$ cat src/rtl/reg_seq_pkg.sv
// Shared definitions for the register-bank sequencer: opcodes, FSM states and
// default widths.
package reg_seq_pkg;

  localparam int DEF_DW = 8;
  localparam int DEF_AW = 4;

  typedef enum logic [2:0] {
    OP_ADD = 3'b000,
    OP_SUB = 3'b001,
    OP_AND = 3'b010,
    OP_OR  = 3'b011,
    OP_XOR = 3'b100,
    OP_MOV = 3'b101,
    OP_LDI = 3'b110,
    OP_NOP = 3'b111
  } opcode_t;

  typedef enum logic [1:0] {
    S_IDLE  = 2'b00,
    S_READ  = 2'b01,
    S_EXEC  = 2'b10,
    S_WRITE = 2'b11
  } state_t;

endpackage

$ cat src/rtl/reg_sequencer_if.sv
// Instruction handshake plus the reg_bank port bundle seen by the sequencer.
interface reg_sequencer_if #(
  parameter int DW = 8,
  parameter int AW = 4
) ();

  logic          instr_valid;
  logic          instr_ready;
  logic [2:0]    opcode;
  logic [AW-1:0] rd;
  logic [AW-1:0] rs1;
  logic [AW-1:0] rs2;
  logic [DW-1:0] imm;

  logic          rb_w_r;
  logic [AW-1:0] rb_w_add;
  logic [AW-1:0] rb_r_add_1;
  logic [AW-1:0] rb_r_add_2;
  logic [DW-1:0] rb_data;
  logic [DW-1:0] rb_data_1;
  logic [DW-1:0] rb_data_2;

  logic          done;
  logic [DW-1:0] result;
  logic          flag_z;
  logic          flag_c;

  // The sequencer side.
  modport slave (
    input  instr_valid, opcode, rd, rs1, rs2, imm, rb_data_1, rb_data_2,
    output instr_ready, rb_w_r, rb_w_add, rb_r_add_1, rb_r_add_2, rb_data,
           done, result, flag_z, flag_c
  );

  // The decode / reg_bank side.
  modport master (
    output instr_valid, opcode, rd, rs1, rs2, imm, rb_data_1, rb_data_2,
    input  instr_ready, rb_w_r, rb_w_add, rb_r_add_1, rb_r_add_2, rb_data,
           done, result, flag_z, flag_c
  );

endinterface

$ cat src/rtl/reg_seq_alu.sv
// Combinational ALU for the sequencer; the parent decides whether its output
// is committed (NOP is never committed).
module reg_seq_alu
  import reg_seq_pkg::*;
#(
  parameter int DW = DEF_DW
) (
  input  logic [DW-1:0] a,
  input  logic [DW-1:0] b,
  input  logic [DW-1:0] imm,
  input  opcode_t       op,
  output logic [DW-1:0] result,
  output logic          z,
  output logic          c
);

  logic [DW:0] wide;

  // The extra top bit carries the ADD carry-out and the SUB borrow; logic ops leave it 0.
  always_comb begin
    wide = '0;
    case (op)
      OP_ADD:  wide = {1'b0, a} + {1'b0, b};
      OP_SUB:  wide = {1'b0, a} - {1'b0, b};
      OP_AND:  wide = {1'b0, a & b};
      OP_OR:   wide = {1'b0, a | b};
      OP_XOR:  wide = {1'b0, a ^ b};
      OP_MOV:  wide = {1'b0, a};
      OP_LDI:  wide = {1'b0, imm};
      default: wide = '0;
    endcase
  end

  assign result = wide[DW-1:0];
  assign c      = wide[DW];
  assign z      = (wide[DW-1:0] == '0);

endmodule

$ cat src/rtl/reg_sequencer.sv
// Four-state register-bank initiator: accept, read operands, execute, write
// back. One instruction in flight, every output except instr_ready registered.
module reg_sequencer
  import reg_seq_pkg::*;
#(
  parameter int DW = DEF_DW,
  parameter int AW = DEF_AW
) (
  input logic           clk,
  input logic           rst,
  reg_sequencer_if.slave bus
);

  state_t        state;
  state_t        state_next;

  opcode_t       op_q;
  logic [AW-1:0] rd_q;
  logic [DW-1:0] imm_q;
  logic [DW-1:0] a_q;
  logic [DW-1:0] b_q;

  logic          w_r_q;
  logic [AW-1:0] w_add_q;
  logic [AW-1:0] r_add_1_q;
  logic [AW-1:0] r_add_2_q;
  logic [DW-1:0] data_q;
  logic          done_q;
  logic [DW-1:0] result_q;
  logic          z_q;
  logic          c_q;

  logic [DW-1:0] alu_result;
  logic          alu_z;
  logic          alu_c;
  logic          accept;

  assign accept = bus.instr_valid && (state == S_IDLE);

  always_ff @(posedge clk or posedge rst) begin
    if (rst) state <= S_IDLE;
    else     state <= state_next;
  end

  always_comb begin
    state_next = state;
    case (state)
      S_IDLE:  if (bus.instr_valid) state_next = S_READ;
      S_READ:  state_next = S_EXEC;
      S_EXEC:  state_next = S_WRITE;
      S_WRITE: state_next = S_IDLE;
      default: state_next = S_IDLE;
    endcase
  end

  reg_seq_alu #(.DW(DW)) u_alu (
    .a      (a_q),
    .b      (b_q),
    .imm    (imm_q),
    .op     (op_q),
    .result (alu_result),
    .z      (alu_z),
    .c      (alu_c)
  );

  // Read addresses are loaded straight from the accepted fields so they are
  // already stable for the whole READ cycle; write-back strobes are armed at
  // the end of EXEC so rb_w_add/rb_data never move while rb_w_r is high.
  always_ff @(posedge clk or posedge rst) begin
    if (rst) begin
      op_q      <= OP_NOP;
      rd_q      <= '0;
      imm_q     <= '0;
      a_q       <= '0;
      b_q       <= '0;
      w_r_q     <= 1'b0;
      w_add_q   <= '0;
      r_add_1_q <= '0;
      r_add_2_q <= '0;
      data_q    <= '0;
      done_q    <= 1'b0;
      result_q  <= '0;
      z_q       <= 1'b0;
      c_q       <= 1'b0;
    end else begin
      case (state)
        S_IDLE: begin
          if (accept) begin
            op_q      <= opcode_t'(bus.opcode);
            rd_q      <= bus.rd;
            imm_q     <= bus.imm;
            r_add_1_q <= bus.rs1;
            r_add_2_q <= bus.rs2;
          end
        end
        S_READ: begin
          a_q <= bus.rb_data_1;
          b_q <= bus.rb_data_2;
        end
        S_EXEC: begin
          done_q <= 1'b1;
          if (op_q != OP_NOP) begin
            w_r_q    <= 1'b1;
            result_q <= alu_result;
            z_q      <= alu_z;
            c_q      <= alu_c;
            w_add_q  <= rd_q;
            data_q   <= alu_result;
          end
        end
        S_WRITE: begin
          w_r_q  <= 1'b0;
          done_q <= 1'b0;
        end
        default: begin
          w_r_q  <= 1'b0;
          done_q <= 1'b0;
        end
      endcase
    end
  end

  assign bus.instr_ready = (state == S_IDLE);
  assign bus.rb_w_r      = w_r_q;
  assign bus.rb_w_add    = w_add_q;
  assign bus.rb_r_add_1  = r_add_1_q;
  assign bus.rb_r_add_2  = r_add_2_q;
  assign bus.rb_data     = data_q;
  assign bus.done        = done_q;
  assign bus.result      = result_q;
  assign bus.flag_z      = z_q;
  assign bus.flag_c      = c_q;

endmodule

$ cat src/flat_wrapper.sv
// flat-port wrapper written by rule: the top's interface ports become plain ports
module reg_sequencer_flat import reg_seq_pkg::*;
#(
  parameter int DW = DEF_DW,
  parameter int AW = DEF_AW
)
  (clk, rst, bus_instr_valid, bus_opcode, bus_rd, bus_rs1, bus_rs2, bus_imm, bus_rb_data_1, bus_rb_data_2, bus_instr_ready, bus_rb_w_r, bus_rb_w_add, bus_rb_r_add_1, bus_rb_r_add_2, bus_rb_data, bus_done, bus_result, bus_flag_z, bus_flag_c);
  reg_sequencer_if #(.DW(DW), .AW(AW)) bus_i ();
  input logic clk;
  input logic rst;
  input wire logic [$bits(bus_i.instr_valid)-1:0] bus_instr_valid;
  input wire logic [$bits(bus_i.opcode)-1:0] bus_opcode;
  input wire logic [$bits(bus_i.rd)-1:0] bus_rd;
  input wire logic [$bits(bus_i.rs1)-1:0] bus_rs1;
  input wire logic [$bits(bus_i.rs2)-1:0] bus_rs2;
  input wire logic [$bits(bus_i.imm)-1:0] bus_imm;
  input wire logic [$bits(bus_i.rb_data_1)-1:0] bus_rb_data_1;
  input wire logic [$bits(bus_i.rb_data_2)-1:0] bus_rb_data_2;
  output wire logic [$bits(bus_i.instr_ready)-1:0] bus_instr_ready;
  output wire logic [$bits(bus_i.rb_w_r)-1:0] bus_rb_w_r;
  output wire logic [$bits(bus_i.rb_w_add)-1:0] bus_rb_w_add;
  output wire logic [$bits(bus_i.rb_r_add_1)-1:0] bus_rb_r_add_1;
  output wire logic [$bits(bus_i.rb_r_add_2)-1:0] bus_rb_r_add_2;
  output wire logic [$bits(bus_i.rb_data)-1:0] bus_rb_data;
  output wire logic [$bits(bus_i.done)-1:0] bus_done;
  output wire logic [$bits(bus_i.result)-1:0] bus_result;
  output wire logic [$bits(bus_i.flag_z)-1:0] bus_flag_z;
  output wire logic [$bits(bus_i.flag_c)-1:0] bus_flag_c;
  assign bus_i.instr_valid = bus_instr_valid;
  assign bus_i.opcode = bus_opcode;
  assign bus_i.rd = bus_rd;
  assign bus_i.rs1 = bus_rs1;
  assign bus_i.rs2 = bus_rs2;
  assign bus_i.imm = bus_imm;
  assign bus_i.rb_data_1 = bus_rb_data_1;
  assign bus_i.rb_data_2 = bus_rb_data_2;
  assign bus_instr_ready = bus_i.instr_ready;
  assign bus_rb_w_r = bus_i.rb_w_r;
  assign bus_rb_w_add = bus_i.rb_w_add;
  assign bus_rb_r_add_1 = bus_i.rb_r_add_1;
  assign bus_rb_r_add_2 = bus_i.rb_r_add_2;
  assign bus_rb_data = bus_i.rb_data;
  assign bus_done = bus_i.done;
  assign bus_result = bus_i.result;
  assign bus_flag_z = bus_i.flag_z;
  assign bus_flag_c = bus_i.flag_c;
  reg_sequencer #(.DW(DW), .AW(AW)) u_core (.clk(clk), .rst(rst), .bus(bus_i));
endmodule
$ cat config.mk
export PLATFORM = sky130hd
export DESIGN_NAME = reg_sequencer_flat
export DESIGN_NICKNAME = d
export VERILOG_FILES = /design/src/rtl/reg_seq_pkg.sv /design/src/rtl/reg_sequencer_if.sv /design/src/rtl/reg_seq_alu.sv /design/src/rtl/reg_sequencer.sv /design/src/flat_wrapper.sv
export SDC_FILE = /design/constraint.sdc
export NUM_CORES = 1
export LEC_CHECK = 0
export CORE_MARGIN = 5
export CORE_UTILIZATION = 55
export DETAILED_ROUTE_END_ITERATION = 6
export DONT_BUFFER_PORTS = 1
export PLACE_DENSITY = 0.71
export REMOVE_ABC_BUFFERS = 1
export SLEW_MARGIN = 20
export SYNTH_ARGS = -nofsm -noshare
export SYNTH_HDL_FRONTEND = slang
export SYNTH_SLANG_ARGS = --single-unit
$ cat constraint.sdc
create_clock -name clk -period 6.5 [get_ports clk]
set_input_delay 0.325 -clock clk [delete_from_list [all_inputs] [get_ports clk]]
set_output_delay 0.325 -clock clk [all_outputs]
set_load 0.01 [all_outputs]
==> impl_summary.md, run 1 <==
CTS
The number of H-tree levels is 3. The TritonCTS clock tree is built. The number of gates resized after CTS was 0. At the later pin of the worst-skew pair, clock insertion delay measures 340 ps. The CTS clock-pin slew for the worst setup and hold paths is 80 ps. The clock passes through at most 2 buffers.

The number of buffers added by the clock tree synthesis step is 9. Hold repair after CTS inserted 0 buffers. The number of clock sinks seen by CTS is 57. The buffers inserted during post-CTS setup optimization is 0. The cell chosen for the clock root is sky130_fd_sc_hd__clkbuf_8.

Global route
For this run the aggregate overflow at the end of global routing stands at 0. The first-pass GRT wire length is 12,300 µm. Entering global routing, the biggest net connects 58 pins.

The combined global-route utilization of all metal layers is 0.206. The via count of the first global-routing pass is 2,420. The number of antenna violations at the first check in global routing is 0.

Final layout
Counting the fill cells in the layout gives 512. The final instance area is 0.00361 mm². The share of layout cells above drive strength 1 is 0.202. Compared with the post-synthesis result, the final layout area differs by 5.09%. The number of nets in the final layout is 403. The number of antenna diodes in the final layout is 0.

Yosys
The share of synthesized area in the top cell type comes to 0.393. The count of mapped cells out of synthesis is 339. Each instance of the synthesized netlist takes up on average 10.1 µm². The fraction of the mapped netlist area in compound gates is 0.144.

The post-synthesis share of cell area spent on xor and xnor gates is 0.0229. After synthesis, the share of cell area in mux cells is 0.126. The synthesized netlist contains 51 unique library cells.

Of the total synthesized cell area, the portion taken by full adders, half adders and majority gates is 0.111. By area the synthesized netlist is led by sky130_fd_sc_hd__dfrtp_1 39%, sky130_fd_sc_hd__mux2_2 11%, sky130_fd_sc_hd__ha_1 11%, sky130_fd_sc_hd__nand2_1 5.0%, sky130_fd_sc_hd__o21ai_0 4.8%. The combinational family with the most area after synthesis is compound AO/OA/AOI/OAI gates.

Yosys printed 0 warnings. Among all cell types in the netlist, the one instantiated most often is sky130_fd_sc_hd__dfrtp_1. After synthesis, the most frequently instantiated cells are 54 x sky130_fd_sc_hd__dfrtp_1, 46 x sky130_fd_sc_hd__nand2_1, 34 x sky130_fd_sc_hd__mux2_2. In this run, synthesis inferred 0 flip-flops with an integrated enable. The proportion of register bits with asynchronous set or reset after synthesis is 1.00. Summing every instance area after synthesis gives 0.00344 mm².

The part of the Yosys area used for sequential elements is 0.416. sky130_fd_sc_hd__dfrtp_1 takes more of the synthesized area than any other cell. The most used flip-flop cell after synthesis is sky130_fd_sc_hd__dfrtp_1. The flip-flop and latch count after synthesis is 57. The simple-gate area share of the yosys netlist is 0.106.

Timing
For the final routed database, the setup TNS stands at 0 ps. In the finished design, the share of the clock period the worst path needs comes to 0.497. Counting I/O delays and the setup requirement, the final critical path takes 3230 ps. Headroom to the max-slew limit came out at 0.308. The maximum clock skew at final layout is 7.56 ps. Hold timing on the final database bottoms out at a slack of 53.2 ps. For this run, the top clock speed supported by timing is 310 MHz. The slew of the pin with the lowest slew margin is 1040 ps. The number of failing hold endpoints at the final stage came to 0. The final worst slack is 3270 ps. The setup-violating endpoint count in the final report is 0. The final count of pins violating max slew was 0. Setup repair after global routing left no endpoint under its margin.

Power and ir drop
The maximum vdd drop is 0.000415 V. The cell area power density is 684 mW/mm². The leakage component of the power is 1.62 nW.

Route
After detailed routing, the number of vias per cell comes to 5.74. The first detailed-routing pass took 4 iterations. The count of nets left with antenna violations once routing finished came out at 0. The sum of routed wire length over all layers is 7200 µm. The initial DRC count is 111.

The overall via count from detail_route is 2,361. The average routed wire per standard cell is 17.5 µm. For this run, design rule violations remaining after detail routing come to 0.

Critical path
The endpoint kind of the worst setup timing path is a flop. On the critical path, the stage with the largest delay is an instance of sky130_fd_sc_hd__dfstp_2. The maximum fanout along the worst path is 21. The dominant delay contributor by cell family on the critical path is compound AO/OA/AOI/OAI gates. STA classifies the critical path startpoint as a flop. The number of buffers and inverters on the critical path is 0. The data required time of the worst path is 6740 ps. The type of the worst setup path is reg2reg. For this run, the slowest stage of the critical path takes 760 ps. Walking the worst path, the cells encountered are nor2_1 -> and2_1 -> a21o_1 -> xnor2_1 -> ha_1 -> o21ai_0 -> a21oi_1 -> o311ai_0 -> a22o_2 -> o41ai_2. Data arrives at the worst endpoint at 3470 ps.

Place
The final weighted congestion in routability-driven placement is 0.906. The placed wire-length estimate after detailed placement is 5360 µm. Port buffering added 0 buffers.

The placed cell area is 0.00338 mm². The pre-CTS worst setup slack is 3290 ps.

Floorplan
After floorplanning, the core was sized to cover 0.00599 mm². The row count is 28. The die covers 0.00793 mm². 75 I/O pins were placed. In this run the vertical extent of the chip is 89.1 µm. The floorplan step set the die width to 89.1 µm.

The initial core utilization is 0.574.

Run
Max-cap violations in this run came to 0.

Worst hold path
The worst hold path belongs to the class in2reg.

Status
The run finished with clean final reports.
-- path summary, 6_finish.rpt --
path | start | end | slack (ps) | cells after the start
setup reg to reg | u_core.op_q[2] | u_core.bus.flag_z | 3270 | 10
min in group asynchronous | rst | u_core.imm_q[0] | 60 | 2
setup / recovery | u_core.op_q[2] | u_core.bus.flag_z | 3270 | 10
max in group asynchronous | rst | u_core.bus.rb_w_add[3] | 5990 | 2
hold / removal | bus_instr_valid | u_core.state[1] | 50 | 1
hold reg to reg | u_core.rd_q[3] | u_core.rd_q[3] | 510 | 1
-- sequential cells by signal, summed over array words and instances (netlist names) --
| register | count |
|---|---|
| u_core.bus.rb_r_add_2 | 4 |
| u_core.b_q | 8 |
| u_core.bus.done | 1 |
| u_core.op_q | 3 |
| u_core.state | 2 |
| u_core.bus.rb_data | 8 |
| u_core.bus.flag_z | 1 |
| u_core.bus.rb_r_add_1 | 4 |
| u_core.bus.flag_c | 1 |
| u_core.a_q | 8 |
| u_core.rd_q | 4 |
| u_core.bus.rb_w_add | 4 |
| u_core.imm_q | 8 |
| u_core.bus.rb_w_r | 1 |
-- where the power goes --
| group | internal (mW) | leakage [nW] | switching (mW) | total (mW) |
|---|---|---|---|---|
| clock | 0.219 | 0.110 | 0.162 | 0.381 |
| sequential | 0.543 | 0.681 | 0.244 | 0.787 |
| combinational | 0.589 | 0.830 | 0.714 | 1.30 |
| total | 1.35 | 1.62 | 1.12 | 2.47 |
-- through the flow --
| step | utilization | std cells | power, mW |
|---|---|---|---|
| 2_1_floorplan | - | 319 | 1.78 |
| 3_3_place_gp | 0.565 | 395 | 2.06 |
| 3_5_place_dp | 0.565 | 395 | 2.09 |
| 4_1_cts | 0.603 | 411 | 2.49 |
| 5_1_grt | 0.603 | 411 | 2.72 |
| 6_report | 0.603 | 411 | 2.47 |
-- layout make-up --
| cell class | instances | area [µm²] | area share |
|---|---|---|---|
| Timing Repair Buffer | 1 | 7.51 | 0.00208 |
| Clock buffer | 9 | 124 | 0.0343 |
| Inverter | 27 | 101 | 0.0280 |
| Clock inverter | 7 | 103 | 0.0284 |
| Multi-Input combinational cell | 235 | 1750 | 0.485 |
| Sequential cell | 57 | 1430 | 0.396 |
| Tap cell | 75 | 93.8 | 0.0260 |
-- cell families after synthesis --
| group | Yosys count |
|---|---|
| DFF | 57 |
| muxes | 39 |
| and+or+nand+nor | 82 |
| adders and majority gates | 30 |
| AOI/OAI and AO/OA | 75 |
| buffers and inverters | 47 |
| xor gates and xnor gates | 9 |
-- metal layers --
| metal | GRT usage | vias up | part of all wire |
|---|---|---|---|
| li1 | - | 1156 | - |
| met1 | 0.272 | 1134 | 0.43 |
| met2 | 0.314 | 57 | 0.47 |
| met3 | 0.0627 | 14 | 0.064 |
| met4 | 0.0934 | 0 | 0.028 |
| met5 | 0 | - | 0 |
-- placed cells by master (no fill, tap or decap), types with 3 or more instances in the layout --
| cell type | netlist | layout |
|---|---|---|
| sky130_fd_sc_hd__nor2_1 | 17 | 17 |
| sky130_fd_sc_hd__ha_1 | 29 | 28 |
| sky130_fd_sc_hd__clkbuf_8 | 3 | 9 |
| sky130_fd_sc_hd__clkinv_4 | 0 | 3 |
| sky130_fd_sc_hd__mux2_2 | 34 | 34 |
| sky130_fd_sc_hd__xnor2_1 | 8 | 8 |
| sky130_fd_sc_hd__a31oi_1 | 3 | 3 |
| sky130_fd_sc_hd__inv_1 | 26 | 25 |
| sky130_fd_sc_hd__mux2i_1 | 5 | 5 |
| sky130_fd_sc_hd__nor2b_1 | 3 | 3 |
| sky130_fd_sc_hd__a221oi_1 | 3 | 3 |
| sky130_fd_sc_hd__a22oi_1 | 3 | 3 |
| sky130_fd_sc_hd__a21oi_1 | 13 | 13 |
| sky130_fd_sc_hd__nand2_1 | 46 | 46 |
| sky130_fd_sc_hd__o21ai_0 | 33 | 33 |
| sky130_fd_sc_hd__dfstp_2 | 3 | 3 |
| sky130_fd_sc_hd__dfrtp_1 | 54 | 54 |
| sky130_fd_sc_hd__nand3_1 | 5 | 5 |
-- worst reg2reg max path: stages, from the launching register on --
cell and delay, ps:
sky130_fd_sc_hd__dfstp_2 760, sky130_fd_sc_hd__nor2_1 220, sky130_fd_sc_hd__and2_1 250, sky130_fd_sc_hd__a21o_1 180
sky130_fd_sc_hd__xnor2_1 130, sky130_fd_sc_hd__ha_1 360, sky130_fd_sc_hd__o21ai_0 110, sky130_fd_sc_hd__a21oi_1 310
sky130_fd_sc_hd__o311ai_0 230, sky130_fd_sc_hd__a22o_2 320, sky130_fd_sc_hd__o41ai_2 270
Power figures use the tool's default switching activity.
==> run 2, diff against run 1 <==
Clock period 6.5 ns to 3.29 ns, I/O delays scaled along.
==> run 2 against run 1 <==
Sequential cell count unchanged. Maximum frequency up 12%. Routed wire length up 11%. Highest routed layer unchanged. Critical path depth up 1. Critical endpoint is now u_core.bus.rb_data[6]. Largest power group unchanged. First-iteration DRC count up 99%.
==> impl_summary.md, run 2 (synthesis gave the netlist of run 1 again) <==
Timing
The final count of pins violating max slew is 0. After routing, the total negative slack on setup checks comes to 0 ps. The slew of the pin with the lowest slew margin is 1080 ps. Setup violations remaining at the end of the flow were counted as 0. The number of failing hold endpoints at the final stage is 0.

Static timing analysis puts the maximum clock frequency at 348 MHz. The worst pin sits at a relative slew slack of 0.280. Of the available clock period, the critical path in the final layout requires 0.874.

Hold is met by 379 ps. Counting I/O delays and the setup requirement, the final critical path takes 2870 ps. Setup repair after global routing left no endpoint under its margin. The maximum clock skew at final layout is 10.7 ps.

Floorplan
Row generation in the floorplan step produced 28 rows. The number of ports placed on the die boundary is 75. The initial core utilization is 0.574. Measured along the x axis, the die boundary spans 89.1 µm. The die height is 89.1 µm.

In this run the standard cell core region covers 0.00599 mm². The total die area is 0.00793 mm².

Critical path
Data on the critical path arrives at its endpoint at 3150 ps. The largest single stage delay on the critical path is 530 ps. The signal on the critical path passes through nor2_1 -> and2_1 -> a31oi_1 -> xnor2_1 -> ha_1 -> nand3_1 -> a21oi_1 -> a2111oi_2 -> xor2_1 -> a221oi_1 -> mux2_2.

The type of the worst setup path is reg2reg. STA puts the critical path data required time at 3560 ps. The largest individual stage delay along the critical path comes from the cell sky130_fd_sc_hd__dfstp_2. The maximum fanout along the worst path is 6. The endpoint kind of the worst setup timing path is a flop. STA classifies the critical path startpoint as a flop.

Place
The placed wire-length estimate after detailed placement is 5690 µm. At the end of routability-driven placement, the weighted congestion stood at 0.938. Once placement completed, the tool counted placed cells totaling 400. The number of input and output port buffers inserted is 0.

Route
Summing over every cut layer, the via total after detailed routing is 2,554. The count of unresolved DRC violations after routing is 0. The initial DRC count is 221. Dividing the detail-routed wire length by the instance count gives 17.5 µm. The final layout contains routed wiring with a total length of 7990 µm. The first detailed-routing pass ran for 4 iterations. In this run the remaining antenna-violating nets after routing total 0. The average via count per standard cell is 5.60.

Final layout
Compared with the post-synthesis result, the final layout area differs by 16.8%. Across the whole layout, storage elements account for 0.00143 mm². In the layout the commonest cells are 54 x sky130_fd_sc_hd__dfrtp_1, 46 x sky130_fd_sc_hd__nand2_1, 41 x sky130_fd_sc_hd__dlygate4sd3_1, 34 x sky130_fd_sc_hd__mux2_2, 33 x sky130_fd_sc_hd__o21ai_0.

0 antenna diodes ended up in the layout. For this run, the post-layout net count is 449. The library cell used most frequently in the layout, excluding fill and tap cells, is sky130_fd_sc_hd__dfrtp_1. The final cell count without fillers is 456.

The multi-input combinational cells in the finished layout cover a total of 0.00175 mm². Of the cells placed in the final design, the portion with a size suffix greater than 1 is 0.186. The layout has 443 filler cells.

Power and ir drop
The maximum vdd drop is 0.000705 V. Summed over all cells, the static leakage comes to 1.80 nW. The cell area power density is 1220 mW/mm².

The total power consumption of the routed design is 4.89 mW.

Run
Across the run, the number of max-cap violations was 0.

CTS
The latest clock arrival within the worst-skew pair is 340 ps. The number of clock sinks seen by CTS is 57. The root buffer cell chosen for the clock tree is sky130_fd_sc_hd__clkbuf_8. Once the clock tree was built, the setup fixing pass inserted 0 buffers.

The number of buffers added by the clock tree synthesis step is 9. The maximum buffer depth of the clock tree is 2. The number of H-tree levels is 3. Clock-pin slew was measured on the worst setup and hold paths at 70 ps.

The TritonCTS clock tree is built. After clock tree synthesis, the repair step resized 0 gates.

Global route
The largest net degree at the start of global routing is 34. The number of antenna violations at the first check in global routing came to 0. The via count of the first global-routing pass is 2,653. The first-pass GRT wire length is 13,100 µm. The total congestion overflow after global routing is 0. In the global route stage, overall resource usage came out at 0.220.

Status
The run finished with clean final reports.

Worst hold path
The worst hold path belongs to the class in2async.
run 2: cell types whose count changed in the layout (fill, tap and decap cells not counted):
cell	delta
sky130_fd_sc_hd__buf_4	+5
sky130_fd_sc_hd__clkinv_2	+3
sky130_fd_sc_hd__clkinvlp_4	+1
sky130_fd_sc_hd__ha_1	+1
sky130_fd_sc_hd__inv_6	-1
sky130_fd_sc_hd__ha_2	-1
sky130_fd_sc_hd__dlygate4sd3_1	+41
sky130_fd_sc_hd__bufinv_16	-1
sky130_fd_sc_hd__clkinv_4	-3
run 2: worst paths after layout:
path,start,endpoint,slack [ps],cells after the start
min in group clk,bus_rb_data_1[4],u_core.a_q[4],490,3
min,rst,u_core.imm_q[1],380,2
max in group asynchronous,rst,u_core.op_q[1],2090,3
max,u_core.op_q[2],u_core.bus.rb_data[6],420,11
min reg2reg,u_core.rd_q[3],u_core.bus.rb_w_add[3],500,1
max reg2reg,u_core.op_q[2],u_core.bus.rb_data[6],420,11
run 2: per-stage QoR:
step,utilization,setup WS (ps),area (µm²)
3_3_place_gp,0.571,534,3420
4_1_cts,0.670,388,4020
3_5_place_dp,0.571,402,3420
5_1_grt,0.670,208,4020
6_report,0.670,416,4020
2_1_floorplan,-,453,3280
run 2: power breakdown:
part / switching [mW] / internal (mW)
clock network: 0.292 / 0.341
registers: 0.381 / 1.07
logic: 1.57 / 1.24
total: 2.24 / 2.65
run 2: final cells by class:
type	instances	area share
Multi-Input combinational cell	235	0.436
Sequential cell	57	0.356
Timing Repair Buffer	47	0.113
Clock buffer	9	0.0308
Inverter	27	0.0252
Tap cell	75	0.0234
Clock inverter	6	0.0150
run 2: layer usage:
| layer | track usage | vias to the layer above | wire length (µm) |
|---|---|---|---|
| met3 | 0.0553 | 10 | 440 |
| met4 | 0.0677 | 0 | 110 |
| li1 | - | 1245 | - |
| met5 | 0 | - | 0 |
| met1 | 0.295 | 1231 | 3570 |
| met2 | 0.352 | 68 | 3870 |
run 2: critical path, delay by kind of cell, from the launching register on:
kind	cells	cell delay, ps
XOR/XNOR	2	250
flip-flops	1	530
AO/OA/AOI/OAI	4	1080
multiplexers	1	230
AND/OR/NAND/NOR	3	400
adder cells (fa/ha/maj)	1	320
run 2: repair_timing:
item,4_1_cts,5_1_grt
setup endpoints to repair,0,0
hold buffers,41,0
hold endpoints to repair,73,0
==> run 3, diff against run 2 <==
Settings changed: CORE_ASPECT_RATIO set to 1.4.
==> run 3 against run 2 <==
Critical path depth unchanged. Sequential power hardly changed. Clock power increased by 3.8%. Die area is 0.29% higher. Critical endpoint is now u_core.bus.flag_z. Count of clock-buffer cells in the layout increased by 2. Highest routed layer unchanged. Utilization is 1.8 points lower.
==> impl_summary.md, run 3 (synthesis gave the netlist of run 1 again) <==
Critical path
The number of buffers and inverters on the critical path is 1. Walking the worst path, the cells encountered are nor2_1 -> nand2_1 -> o21ai_0 -> inv_1 -> ha_1 -> nand2b_1 -> a21oi_1 -> o31ai_2 -> mux2i_1 -> a22o_2 -> o41ai_2. In this run the critical register-to-register path is launched from u_core.op_q[2]. The master of the slowest instance on the critical path is sky130_fd_sc_hd__nor2_1. The maximum cell stage delay along the critical path is 400 ps. In this run the worst path has a maximum fanout of 6. The worst setup path is captured at a flop.

The type of the worst setup path is reg2reg. The signal arrival time at the worst endpoint is 3270 ps. Data on the critical path is required at its endpoint by 3520 ps.

Among cell families on the critical path, the largest total delay comes from compound AO/OA/AOI/OAI gates. The type of origin of the critical path is a flop. The endpoint of the worst register-to-register path is u_core.bus.flag_z. The worst register-to-register path has a depth of 11.

Setup slack on the worst reg-to-reg path comes out at 260 ps.

Route
The count of TritonRoute iterations in the first routing pass is 4. The initial DRC count is 149. In the detailed route, the total length drawn on met3 is 347 µm.

The overall via count from detail_route is 2,579. The sum of routed wire length over all layers is 8000 µm. The average routed wire per standard cell is 17.6 µm. Signal routing reaches up to met4. After detailed routing, the wire length on met1 is 3200 µm.

The wire length on met2 is 4240 µm. The count of unresolved DRC violations after routing is 0. The number of routed nets with antenna violations is 0. In the routed layout, each cell is associated on average with a via count of 5.68.

Worst hold path
The min-delay analysis places its worst path in the category in2reg. The path with the worst hold slack has its endpoint at u_core.imm_q[1]. The worst hold path passes through 2 cells. The start point of the worst hold path is bus_instr_valid.

Final layout
The share of layout cells above drive strength 1 is 0.186. The most common cell after layout, fill and taps aside is sky130_fd_sc_hd__dfrtp_1. In the final design database the tool counted 449 nets. The top cell types in the final layout, fill and taps aside, are 54 x sky130_fd_sc_hd__dfrtp_1, 46 x sky130_fd_sc_hd__nand2_1, 41 x sky130_fd_sc_hd__dlygate4sd3_1, 34 x sky130_fd_sc_hd__mux2_2, 33 x sky130_fd_sc_hd__o21ai_0. Once layout is complete, the cells apart from fillers number 454. The number of diodes added for antenna fixing is 0. At the end of the flow the core is filled with cells to 0.653. The final instance area is 0.00403 mm². The area added between synthesis and finish is 17.1%.

CTS
The number of H-tree levels is 3. The number of buffers added by the clock tree synthesis step is 9. For this design, the CTS-stage hold fixing added 41 buffers. TritonCTS built the clock tree. The clock drives 57 sinks.

The buffers inserted during post-CTS setup optimization is 0. The number of gates resized after CTS was 0. Clock latency on the worst-skew pair, taken at its later pin, is 340 ps. The cell chosen for the clock root is sky130_fd_sc_hd__clkbuf_8. Counting along the longest clock path gives a buffer depth of 2.

The CTS clock-pin slew for the worst setup and hold paths is 60 ps.

Timing
Setup repair after global routing left no endpoint under its margin. Adding up every negative setup slack in the final design gives 0 ps. The maximum clock frequency is 330 MHz. The final count of pins violating max slew is 0. In this run the tightest slew margin relative to its limit is 0.283. The final critical path time including I/O delays and setup is 3030 ps. In the finished design, the share of the clock period the worst path needs comes to 0.922.

At the pin with the least slew margin, the transition time is 1080 ps. The setup-violating endpoint count in the final report is 0. The number of failing hold endpoints at the final stage was 0. The maximum clock skew at final layout is 9.37 ps. The smallest hold slack is 173 ps. The worst path meets setup with 257 ps of slack.

Status
The run finished with clean final reports.

Global route
The via count of the first global-routing pass was 2,639. The number of antenna violations at the first check in global routing is 0. Summed over all layers, the global routing overflow is 0.

The first global-routing pass estimated 13,000 µm of wire. For this run, the total global-route usage over all layers was measured as 0.208. The largest net degree at the start of global routing is 35.

Place
At the placement stage, the worst setup path has a slack of 302 ps. The placed wire-length estimate after detailed placement is 5580 µm. Routability-driven placement finished with a final weighted congestion of 0.970. The placed cell area is 0.00342 mm².

The number of input and output port buffers inserted is 0. In this run, placement finished with an instance count of 397.

Floorplan
In this run the horizontal extent of the chip is 76.8 µm. The row count is 34. The initial core utilization is 0.557.

The total die area is 0.00796 mm². In this run the count of I/O pins placed on the die edge is 75. The die height is 104 µm.

The placeable core region is 0.00617 mm².

Run
The tool flagged a number of max-cap violations equal to 0.

Power and ir drop
The total power consumption of the routed design is 4.89 mW. The leakage component of the power is 1.80 nW. The maximum vdd drop is 0.000531 V. Power spread over the standard cell area amounts to 1220 mW/mm².
==> run 3: cell count changes in the layout (fill, tap and decap cells not counted) <==
cell                       delta
sky130_fd_sc_hd__clkbuf_1     +1
sky130_fd_sc_hd__clkbuf_8     +1
sky130_fd_sc_hd__clkinv_2     -1
==> run 3: cell type report <==
cell class	count	area (µm²)
Clock buffer	11	141
Clock inverter	5	55.1
Fill cell	521	2140
Inverter	27	101
Multi-Input combinational cell	235	1750
Sequential cell	57	1430
Tap cell	72	90.1
Timing Repair Buffer	47	455
==> run 3: report_power, final <==
group | leakage, nW | internal, mW | switching [mW]
clock | 0.0953 | 0.367 | 0.289
combinational | 1.03 | 1.23 | 1.54
sequential | 0.681 | 1.07 | 0.396
==> run 3: routing by layer <==
metal,GRT usage,vias up
met1,0.239,1262
met5,0,-
met4,0.0850,0
li1,-,1243
met3,0.0556,15
met2,0.359,59
==> run 3: worst register-to-register path, stage by stage, from the launching register on <==
cell                       delay [ps]
sky130_fd_sc_hd__dfstp_2          360
sky130_fd_sc_hd__nor2_1           410
sky130_fd_sc_hd__nand2_1          200
sky130_fd_sc_hd__o21ai_0          360
sky130_fd_sc_hd__inv_1             80
sky130_fd_sc_hd__ha_1             280
sky130_fd_sc_hd__nand2b_1          70
sky130_fd_sc_hd__a21oi_1          330
sky130_fd_sc_hd__o31ai_2          120
sky130_fd_sc_hd__mux2i_1          130
sky130_fd_sc_hd__a22o_2           250
sky130_fd_sc_hd__o41ai_2          340
==> run 3: how the worst max path moves through the flow <==
stage	cells past startpoint	startpoint	endpoint	slack [ps]
after detailed placement	10	u_core.op_q[2]	u_core.bus.rb_data[6]	300
after global routing	10	u_core.op_q[2]	u_core.bus.rb_data[6]	6
after floorplan	11	u_core.op_q[2]	u_core.bus.rb_data[6]	450
after CTS	10	u_core.op_q[2]	u_core.bus.rb_data[6]	270
final	11	u_core.op_q[2]	u_core.bus.flag_z	260
after global placement	11	u_core.op_q[2]	u_core.bus.rb_data[6]	390
